==> config.mk <==
export PLATFORM = sky130hd
export DESIGN_NAME = br_pred_unit
export DESIGN_NICKNAME = d
export VERILOG_FILES = /design/src/rtl/br_pred_unit.sv
export SDC_FILE = /design/constraint.sdc
export NUM_CORES = 2
export LEC_CHECK = 0
export BUFFER_PORTS_ARGS = -buffer_cell sky130_fd_sc_hd__buf_2
export CAP_MARGIN = 20
export CORE_MARGIN = 2
export CORE_UTILIZATION = 37
export DETAILED_ROUTE_END_ITERATION = 6
export PLACE_DENSITY_LB_ADDON = 0.2
export SYNTH_ARGS = -nofsm -noshare
export SYNTH_HDL_FRONTEND = slang
export SYNTH_SLANG_ARGS = --single-unit
==> constraint.sdc <==
create_clock -name clk -period 6 [get_ports clk]
set_input_delay 0.9 -clock clk [delete_from_list [all_inputs] [get_ports clk]]
set_output_delay 0.9 -clock clk [all_outputs]
set_load 0.05 [all_outputs]
==> src/rtl/br_pred_unit.sv <==
// Branch predictor / resolver: direct-mapped BTB with saturating direction
// counters looked up at fetch, branch resolution in execute, and a registered
// one-cycle redirect on mispredict.
// Optional: define BR_PRED_STATS_EN to add branch / mispredict counters.
module br_pred_unit #(
    parameter int unsigned XLEN        = 32,
    parameter int unsigned BTB_ENTRIES = 16,
    parameter int unsigned CNT_BITS    = 2
) (
    input  logic            clk,
    input  logic            rst,
    input  logic [XLEN-1:0] fetch_pc,
    output logic            pred_taken,
    output logic [XLEN-1:0] pred_pc,
    input  logic            ex_valid,
    input  logic            ex_br,
    input  logic [2:0]      ex_br_op,
    input  logic [XLEN-1:0] ex_pc,
    input  logic [XLEN-1:0] ex_imm,
    input  logic [XLEN-1:0] ex_rs1,
    input  logic [XLEN-1:0] ex_rs2,
    input  logic [XLEN-1:0] ex_pred_pc,
    output logic [XLEN-1:0] pc_plus4,
    output logic            redirect_valid,
    output logic [XLEN-1:0] redirect_pc,
    output logic            misalign
`ifdef BR_PRED_STATS_EN
    ,
    output logic [31:0]     stat_branches,
    output logic [31:0]     stat_mispredicts
`endif
);

    localparam int unsigned IDX   = $clog2(BTB_ENTRIES);
    localparam int unsigned TAG_W = XLEN - IDX - 2;

    localparam logic [CNT_BITS-1:0] CNT_MAX  = {CNT_BITS{1'b1}};
    localparam logic [CNT_BITS-1:0] CNT_WT   = CNT_BITS'(1 << (CNT_BITS - 1));
    localparam logic [CNT_BITS-1:0] CNT_WNT  = CNT_WT - CNT_BITS'(1);
    localparam logic [CNT_BITS-1:0] CNT_ZERO = '0;

    localparam logic [2:0] OP_BEQ  = 3'd0;
    localparam logic [2:0] OP_BNE  = 3'd1;
    localparam logic [2:0] OP_BLT  = 3'd2;
    localparam logic [2:0] OP_BGE  = 3'd3;
    localparam logic [2:0] OP_BLTU = 3'd4;
    localparam logic [2:0] OP_BGEU = 3'd5;
    localparam logic [2:0] OP_JALR = 3'd7;

    // BTB storage
    logic                valid_q  [BTB_ENTRIES];
    logic [TAG_W-1:0]    tag_q    [BTB_ENTRIES];
    logic [XLEN-1:0]     target_q [BTB_ENTRIES];
    logic [CNT_BITS-1:0] cnt_q    [BTB_ENTRIES];

    logic [IDX-1:0]      fetch_idx;
    logic [TAG_W-1:0]    fetch_tag;
    logic                fetch_hit;

    logic [IDX-1:0]      ex_idx;
    logic [TAG_W-1:0]    ex_tag;
    logic                ex_hit;
    logic                ex_jump;
    logic                cond;
    logic                taken;
    logic [XLEN-1:0]     br_target;
    logic [XLEN-1:0]     jalr_sum;
    logic [XLEN-1:0]     target;
    logic [XLEN-1:0]     actual_pc;
    logic                mispredict;
    logic                update;
    logic [CNT_BITS-1:0] cnt_cur;
    logic [CNT_BITS-1:0] cnt_next;

    // Fetch-time lookup on current table state
    always_comb begin
        fetch_idx  = fetch_pc[IDX+1:2];
        fetch_tag  = fetch_pc[XLEN-1:IDX+2];
        fetch_hit  = valid_q[fetch_idx] && (tag_q[fetch_idx] == fetch_tag);
        pred_taken = fetch_hit && cnt_q[fetch_idx][CNT_BITS-1];
        pred_pc    = pred_taken ? target_q[fetch_idx] : fetch_pc + XLEN'(4);
    end

    // Execute-stage resolution from true operand values
    always_comb begin
        cond = 1'b1;
        case (ex_br_op)
            OP_BEQ:  cond = (ex_rs1 == ex_rs2);
            OP_BNE:  cond = (ex_rs1 != ex_rs2);
            OP_BLT:  cond = ($signed(ex_rs1) <  $signed(ex_rs2));
            OP_BGE:  cond = ($signed(ex_rs1) >= $signed(ex_rs2));
            OP_BLTU: cond = (ex_rs1 <  ex_rs2);
            OP_BGEU: cond = (ex_rs1 >= ex_rs2);
            default: cond = 1'b1;
        endcase
        ex_jump    = ex_br_op[2] & ex_br_op[1];
        taken      = ex_br & cond;
        pc_plus4   = ex_pc + XLEN'(4);
        br_target  = ex_pc + ex_imm;
        jalr_sum   = ex_rs1 + ex_imm;
        target     = (ex_br_op == OP_JALR) ? {jalr_sum[XLEN-1:1], 1'b0} : br_target;
        actual_pc  = taken ? target : pc_plus4;
        mispredict = ex_valid && (actual_pc != ex_pred_pc);
    end

    // Next direction counter for the entry addressed by ex_pc
    always_comb begin
        ex_idx   = ex_pc[IDX+1:2];
        ex_tag   = ex_pc[XLEN-1:IDX+2];
        ex_hit   = valid_q[ex_idx] && (tag_q[ex_idx] == ex_tag);
        update   = ex_valid & ex_br;
        cnt_cur  = cnt_q[ex_idx];
        cnt_next = cnt_cur;
        if (ex_jump) begin
            cnt_next = CNT_MAX;
        end else if (taken) begin
            cnt_next = (cnt_cur == CNT_MAX) ? CNT_MAX : cnt_cur + CNT_BITS'(1);
        end else begin
            cnt_next = (cnt_cur == CNT_ZERO) ? CNT_ZERO : cnt_cur - CNT_BITS'(1);
        end
    end

    // BTB training: update on hit, allocate on taken miss
    always_ff @(posedge clk) begin
        if (rst) begin
            for (int unsigned i = 0; i < BTB_ENTRIES; i++) begin
                valid_q[i] <= 1'b0;
                cnt_q[i]   <= CNT_WNT;
            end
        end else if (update) begin
            if (ex_hit) begin
                cnt_q[ex_idx] <= cnt_next;
                if (taken) begin
                    target_q[ex_idx] <= target;
                end
            end else if (taken) begin
                valid_q[ex_idx]  <= 1'b1;
                tag_q[ex_idx]    <= ex_tag;
                target_q[ex_idx] <= target;
                cnt_q[ex_idx]    <= ex_jump ? CNT_MAX : CNT_WT;
            end
        end
    end

    // Registered redirect, one cycle after resolve
    always_ff @(posedge clk) begin
        if (rst) begin
            redirect_valid <= 1'b0;
            redirect_pc    <= '0;
            misalign       <= 1'b0;
        end else begin
            redirect_valid <= mispredict;
            redirect_pc    <= actual_pc;
            misalign       <= ex_valid & taken & target[1];
        end
    end

`ifdef BR_PRED_STATS_EN
    // Branch and mispredict event counters, wrapping
    always_ff @(posedge clk) begin
        if (rst) begin
            stat_branches    <= '0;
            stat_mispredicts <= '0;
        end else begin
            if (update) begin
                stat_branches <= stat_branches + 32'd1;
            end
            if (mispredict) begin
                stat_mispredicts <= stat_mispredicts + 32'd1;
            end
        end
    end
`endif

endmodule

-- After elaboration in Yosys (flattened, before gate mapping)
Memories as Yosys holds them, arrays and structs flattened.
Index checks and enable logic that the tools add are counted.
- bits in writable memories: 976
- register bits: 34
- memories: 4
- output and inout bits: 99
- reductions and logical operators: 8
- add/subtract/negate cells: 6
- bitwise logic cells: 7
- multiplexer cells: 32
- eq/ne operators: 12
- magnitude comparators: 4
- memories (memory ; depth ; bits a word ; rd ports ; clocked after Yosys merged registers in ; wr ports ; RTL line ; RTL):
    target_q ; 16 ; 32 ; 1 ; 0 ; 1 ; 53 ; logic [XLEN-1:0] target_q [BTB_ENTRIES];
    tag_q ; 16 ; 26 ; 2 ; 0 ; 1 ; 52 ; logic [TAG_W-1:0] tag_q [BTB_ENTRIES];
    cnt_q ; 16 ; 2 ; 2 ; 0 ; 16 ; 54 ; logic [CNT_BITS-1:0] cnt_q [BTB_ENTRIES];
    valid_q ; 16 ; 1 ; 2 ; 0 ; 16 ; 51 ; logic valid_q [BTB_ENTRIES];
- operators with widths (operator ; number):
    32-bit two-way mux ; 4
    32-bit by 3-bit adder with 32-bit output (second input constant) ; 2
    32-bit adder ; 2
    32-bit >= comparator ; 2
    32-bit < comparator ; 2
    32-bit inequality test ; 2
    26-bit == test ; 2
    32-bit == test ; 1
    1-bit two-way mux ; 19
    2-bit two-way mux ; 6
    3-bit == test (second input constant) ; 3
    4-bit two-way mux ; 2
    3-bit by 2-bit == test with 1-bit output (second input constant) ; 2
    1-bit one-hot mux with 6 select lines ; 1
    1-bit bitwise AND ; 5
    1-bit logical AND ; 4
    3-bit by 1-bit == test with 1-bit output (second input constant) ; 1
    3-bit logical NOT ; 1
    2-bit by 1-bit adder with 2-bit output (second input constant) ; 1
    2-bit == test (second input constant) ; 1
    2-bit logical NOT ; 1
    1-bit OR ; 2
    2-bit OR reduction ; 1
    2-bit by 1-bit subtractor with 2-bit output (second input constant) ; 1
    1-bit OR reduction ; 1

-- Longest topological paths before layout
- depth in word-level cells: 11
- mapped depth: 17

-- Least setup slack after synthesis
Ideal clock, no wire load.
- path kind: input-to-reg
- from: in ex_rs2[1]
- to: mem target_q[12][0] (enable)
- path slack: 0.439 ns
- stages on the path: 15
- required time: 5.579 ns
- buffers on the path: 3
- arrival: 5.140 ns
- cells stage by stage: inv_1 > ha_1 > nor2b_4 > o211ai_2 > a2111oi_1 > or4b_4 > a21oi_4 > a2111oi_2 > or3_4 > nor2_2 > buf_2 > buf_4 > nand2_1 > clkbuf_1 > nor2_1
- word-level cells in the longest chain between the ends: 9
- elaborated cells on any way between the ends: 18
- ends and longest elaborated chain (item ; RTL line ; RTL):
    start, declared ; 21 ; input logic [XLEN-1:0] ex_rs2,
    32-bit >= comparator (tied with other cells) ; 93 ; OP_BGEU: cond = (ex_rs1 >= ex_rs2);
    1-bit one-hot mux with 6 select lines * ; 87 ; case (ex_br_op)
    1-bit bitwise AND * ; 97 ; taken = ex_br & cond;
    1-bit two-way mux * ; 133, 136 ;
    1-bit two-way mux ; 131 ; if (ex_hit) begin
    1-bit two-way mux ; 130 ; end else if (update) begin
    1-bit two-way mux ; 125 ; if (rst) begin
    1-bit two-way mux (on tied branches) ; 134, 139 ;
    1-bit OR (no line) * ; - ;
    end, declared ; 53 ;
Every way passes the cells marked *; elsewhere a longest branch is shown, timed or not.

-- Worst setup path after layout
- from: in fetch_pc[2]
- to: out pred_pc[9]
- word-level cells in the longest chain between the ends: 5
- elaborated cells on any way between the ends: 9
- ends and longest elaborated chain (item ; RTL line ; RTL):
    start, declared ; 12 ; input logic [XLEN-1:0] fetch_pc,
    memory read 16 x 26 bit ; - ;
    26-bit == test ; 79 ; fetch_hit = valid_q[fetch_idx] && (tag_q[fetch_idx] == fetch_tag);
    1-bit logical AND ; 79 ;
    1-bit logical AND ; 80 ; pred_taken = fetch_hit && cnt_q[fetch_idx][CNT_BITS-1];
    32-bit two-way mux * ; 81 ; pred_pc = pred_taken ? target_q[fetch_idx] : fetch_pc + XLEN'(4);
    end, declared ; 14 ; output logic [XLEN-1:0] pred_pc,
Marked as above.

==> flow_summary.toml <==
[placed_design]
gp_congestion = 0.920
io_buffers = 297
hpwl_um = 114000
dp_slack_ns = 0.283

[logic_synthesis]
synth_enable_flop_cells = 960
muxShareOfSynthArea = 0.203
synth-compound-area-share = 0.0484
postSynth.asyncResetShare = 0
synthXorXnorAreaFrac = 0.0305
postSynthCellCount = 3011
ys_ff_latch = 1010
synth_warnings = 0
ys_types = 87
seq_area_frac_synth = 0.605
syn_area_um2 = 49300
synthFlopType = "edfxtp_1"
yosysTopAreaCell = "edfxtp_1"
syn_nets = 3310
synth.avg_cell_area_um2 = 16.4
synth_top_area_share = 0.585
synthAdderAreaFrac = 0.0257
synth-simple-area-share = 0.0682
synth_area_leaders = "edfxtp_1, mux4_2, ha_1, dfxtp_1, xnor2_1"
synth_top_family_by_area = "multiplexers"

[worst_setup_path]
criticalPathCategory = "in2out"
worstPathCellList = "buf_8, buf_12, mux4_2, mux4_2, xnor2_1, nand4_1, or4_1, nor4_4, buf_12, buf_4, nand2_1, o21ai_1, buf_2"
slowest_delay_ns = 0.55
crit_fanout = 43
endpoint_kind = "output port"
crit_path_top_delay_cell = "or4_1"
crit_family = "buffers and inverters"
required_ns = 5.10
setup.worst_path.start_class = "input port"
worstPathArrival_ns = 4.81
critPathBufInv = 5

[detailed_routing]
firstDrtPassIters = 6
drtAntennaViolNets = 0
wl_per_cell_um = 31.1
avgViaCountPerCell = 5.87
drc = 0
finalWirelength_um = 165000
vias = 31161
drt_iter0_drc = 3522

[worst_hold_path]
hold_class = "in2reg"

[layout]
n_fill_cell = 11623
drive_gt1_frac = 0.328
multiInputGateArea_um2 = 18800
ff_latch_area_um2 = 29800
final_nets = 3766
syn2layout_area_growth_pct = 19.2

[clock_network]
root_buffer = "clkbuf_16"
cts_num_sinks = 1010
post_cts_buffers = 0
clock_latency_ns = 0.74
cts.repair.resized = 0
cts_buffer_depth = 3
cts-buffers-inserted = 109
clk_pin_slew_ns = 0.06
cts_tree = "built"
clock_tree.htree_level_count = 3
cts_hold_buf = 0

[power]
p_per_area_nw_per_um2 = 292
power_mw = 17.2
ir_drop_uv = 231
p_leak_nw = 19.7

[floorplanning]
dieWidth_um = 369
die-area_um2 = 136000
fp.dieH_um = 369
core_um2 = 132000
pin_count = 298
row_count = 133
start_util = 0.374

[sta]
tightest_slew_ns = 1.11
fmax_mhz = 175
grt_setup_unrepaired = "no"
final_hold_viol_count = 0
period_minus_slack_ns = 5.71
slew_violations = 0
tns_ns = 0
fin_crit_sh = 0.951
finalSetupViolations = 0
clock_skew_ns = 0.0555
timing.final.ws_setup_ns = 0.294
slew_headroom = 0.258

[global_route]
track_usage = 0.241
grt_pass1_wl_um = 234000
antenna_found_initial = 11
grt_pass1_vias = 31322
overflow = 0
grt_max_degree = 91

[outcome]
status = "complete, no violations"

[job]
drv_cap = 0
cell usage in the layout (no fill, tap or decap), types with 13 or more instances in the layout:
master	count
o211ai_1	26
xor2_1	71
clkbuf_16	109
and3_1	36
o21ai_0	41
nor3_1	50
nor2_4	33
and2_1	35
nor2_1	136
nor2b_1	15
o21ai_1	45
nand3_1	61
o21a_1	13
a31oi_1	14
nand4_1	53
clkinv_2	14
or2_1	16
buf_4	150
nand2_1	173
a21oi_1	84
buf_12	78
xnor2_1	99
dfxtp_1	50
ha_1	98
a211oi_1	18
clkbuf_1	24
a21o_1	38
edfxtp_1	960
clkinv_1	25
inv_1	74
buf_2	275
mux4_2	436
o22ai_1	23
metal layers:
metal  wire length, µm  part of all wire  vias to the layer above  track usage
met3             13100             0.079                      240       0.0402
li1                  -                 -                    13152            -
met4              5700             0.034                        4       0.0797
met1             70300              0.43                    16331        0.343
met2             76100              0.46                     1434        0.377
met5                24           0.00015                        -            0
synth_stat cells (6+ instances only):
| library cell | instances |
|---|---|
| mux4_2 | 436 |
| o21ai_1 | 41 |
| nor2_1 | 169 |
| and3_1 | 37 |
| xor2_1 | 71 |
| nand2_1 | 174 |
| nand3_1 | 62 |
| dfxtp_1 | 50 |
| or3_1 | 11 |
| and4_1 | 7 |
| edfxtp_1 | 960 |
| or2_2 | 6 |
| and2_1 | 35 |
| a31oi_1 | 14 |
| a21oi_1 | 84 |
| or2_1 | 16 |
| nand4_1 | 53 |
| inv_1 | 74 |
| a21o_1 | 38 |
| a211oi_1 | 21 |
| o211ai_1 | 26 |
| nor2b_1 | 15 |
| o22ai_1 | 23 |
| buf_1 | 32 |
| o21a_1 | 13 |
| nor3_1 | 51 |
| o21ai_0 | 45 |
| clkbuf_1 | 88 |
| mux2i_1 | 13 |
| buf_4 | 8 |
| ha_1 | 98 |
| nor4_1 | 10 |
| nand2b_1 | 6 |
| xnor2_1 | 99 |
| buf_2 | 34 |
registers in the layout, indices dropped and copies added (netlist names):
signal,count
redirect_pc,32
target_q,512
redirect_valid,1
valid_q,16
misalign,1
tag_q,416
cnt_q,32
worst reg2reg max path, delay by kind of cell (launching register included):
family                 cells  cell delay (ns)
XOR/XNOR                   1             0.43
buffers and inverters      3             0.59
flip-flops                 1             0.41
multiplexers               2             0.95
AND/OR/NAND/NOR            7             1.18
per-stage QoR:
stage | hold WS, ns | cells | cell area (µm²) | utilization
after floorplan | 0.462 | 3011 | 49300 | -
after global placement | 0.477 | 5111 | 55200 | 0.419
after detailed placement | 0.480 | 5111 | 55200 | 0.419
after CTS | 0.414 | 5309 | 58700 | 0.446
after global routing | 0.447 | 5309 | 58700 | 0.446
final | 0.458 | 5311 | 58800 | 0.446
where the power goes:
part           switching [mW]  internal [mW]  total [mW]  leakage [nW]
logic                    1.64          0.871        2.51          8.96
clock network            2.89           3.77        6.66          1.71
registers              0.0252           7.97        8.00          9.04
total                    4.56           12.6        17.2          19.7
final cells by class:
| class | count | share of cell area |
|---|---|---|
| diodes | 2 | 0.0000852 |
| repair buffers | 507 | 0.0701 |
| well taps | 1755 | 0.0374 |
| multi-input cells | 1765 | 0.320 |
| flip-flops and latches | 1010 | 0.508 |
| clock buffers | 138 | 0.0491 |
| inverters | 74 | 0.00473 |
| clock inverters | 60 | 0.0111 |
kinds of logic after synthesis:
| family | count (synthesis) |
|---|---|
| AND/OR/NAND/NOR | 679 |
| adder cells (fa/ha/maj) | 100 |
| AO/OA/AOI/OAI | 363 |
| buffers and inverters | 236 |
| multiplexers | 452 |
| flip-flops | 1010 |
| XOR/XNOR | 171 |
final timing paths:
path,depth (start not counted),slack (ns),from,end
setup / recovery,13,0.29,fetch_pc[2],pred_pc[9]
hold / removal,3,0.46,ex_pc[0],redirect_pc[0]$_SDFF_PP0_
setup reg to reg,13,2.13,tag_q[4][5]$_DFFE_PP_,cnt_q[9][0]$_SDFFCE_PN1P_
hold reg to reg,2,0.49,valid_q[15]$_DFF_P_,valid_q[15]$_DFF_P_
No activity file was read; power rests on OpenSTA's default activity.
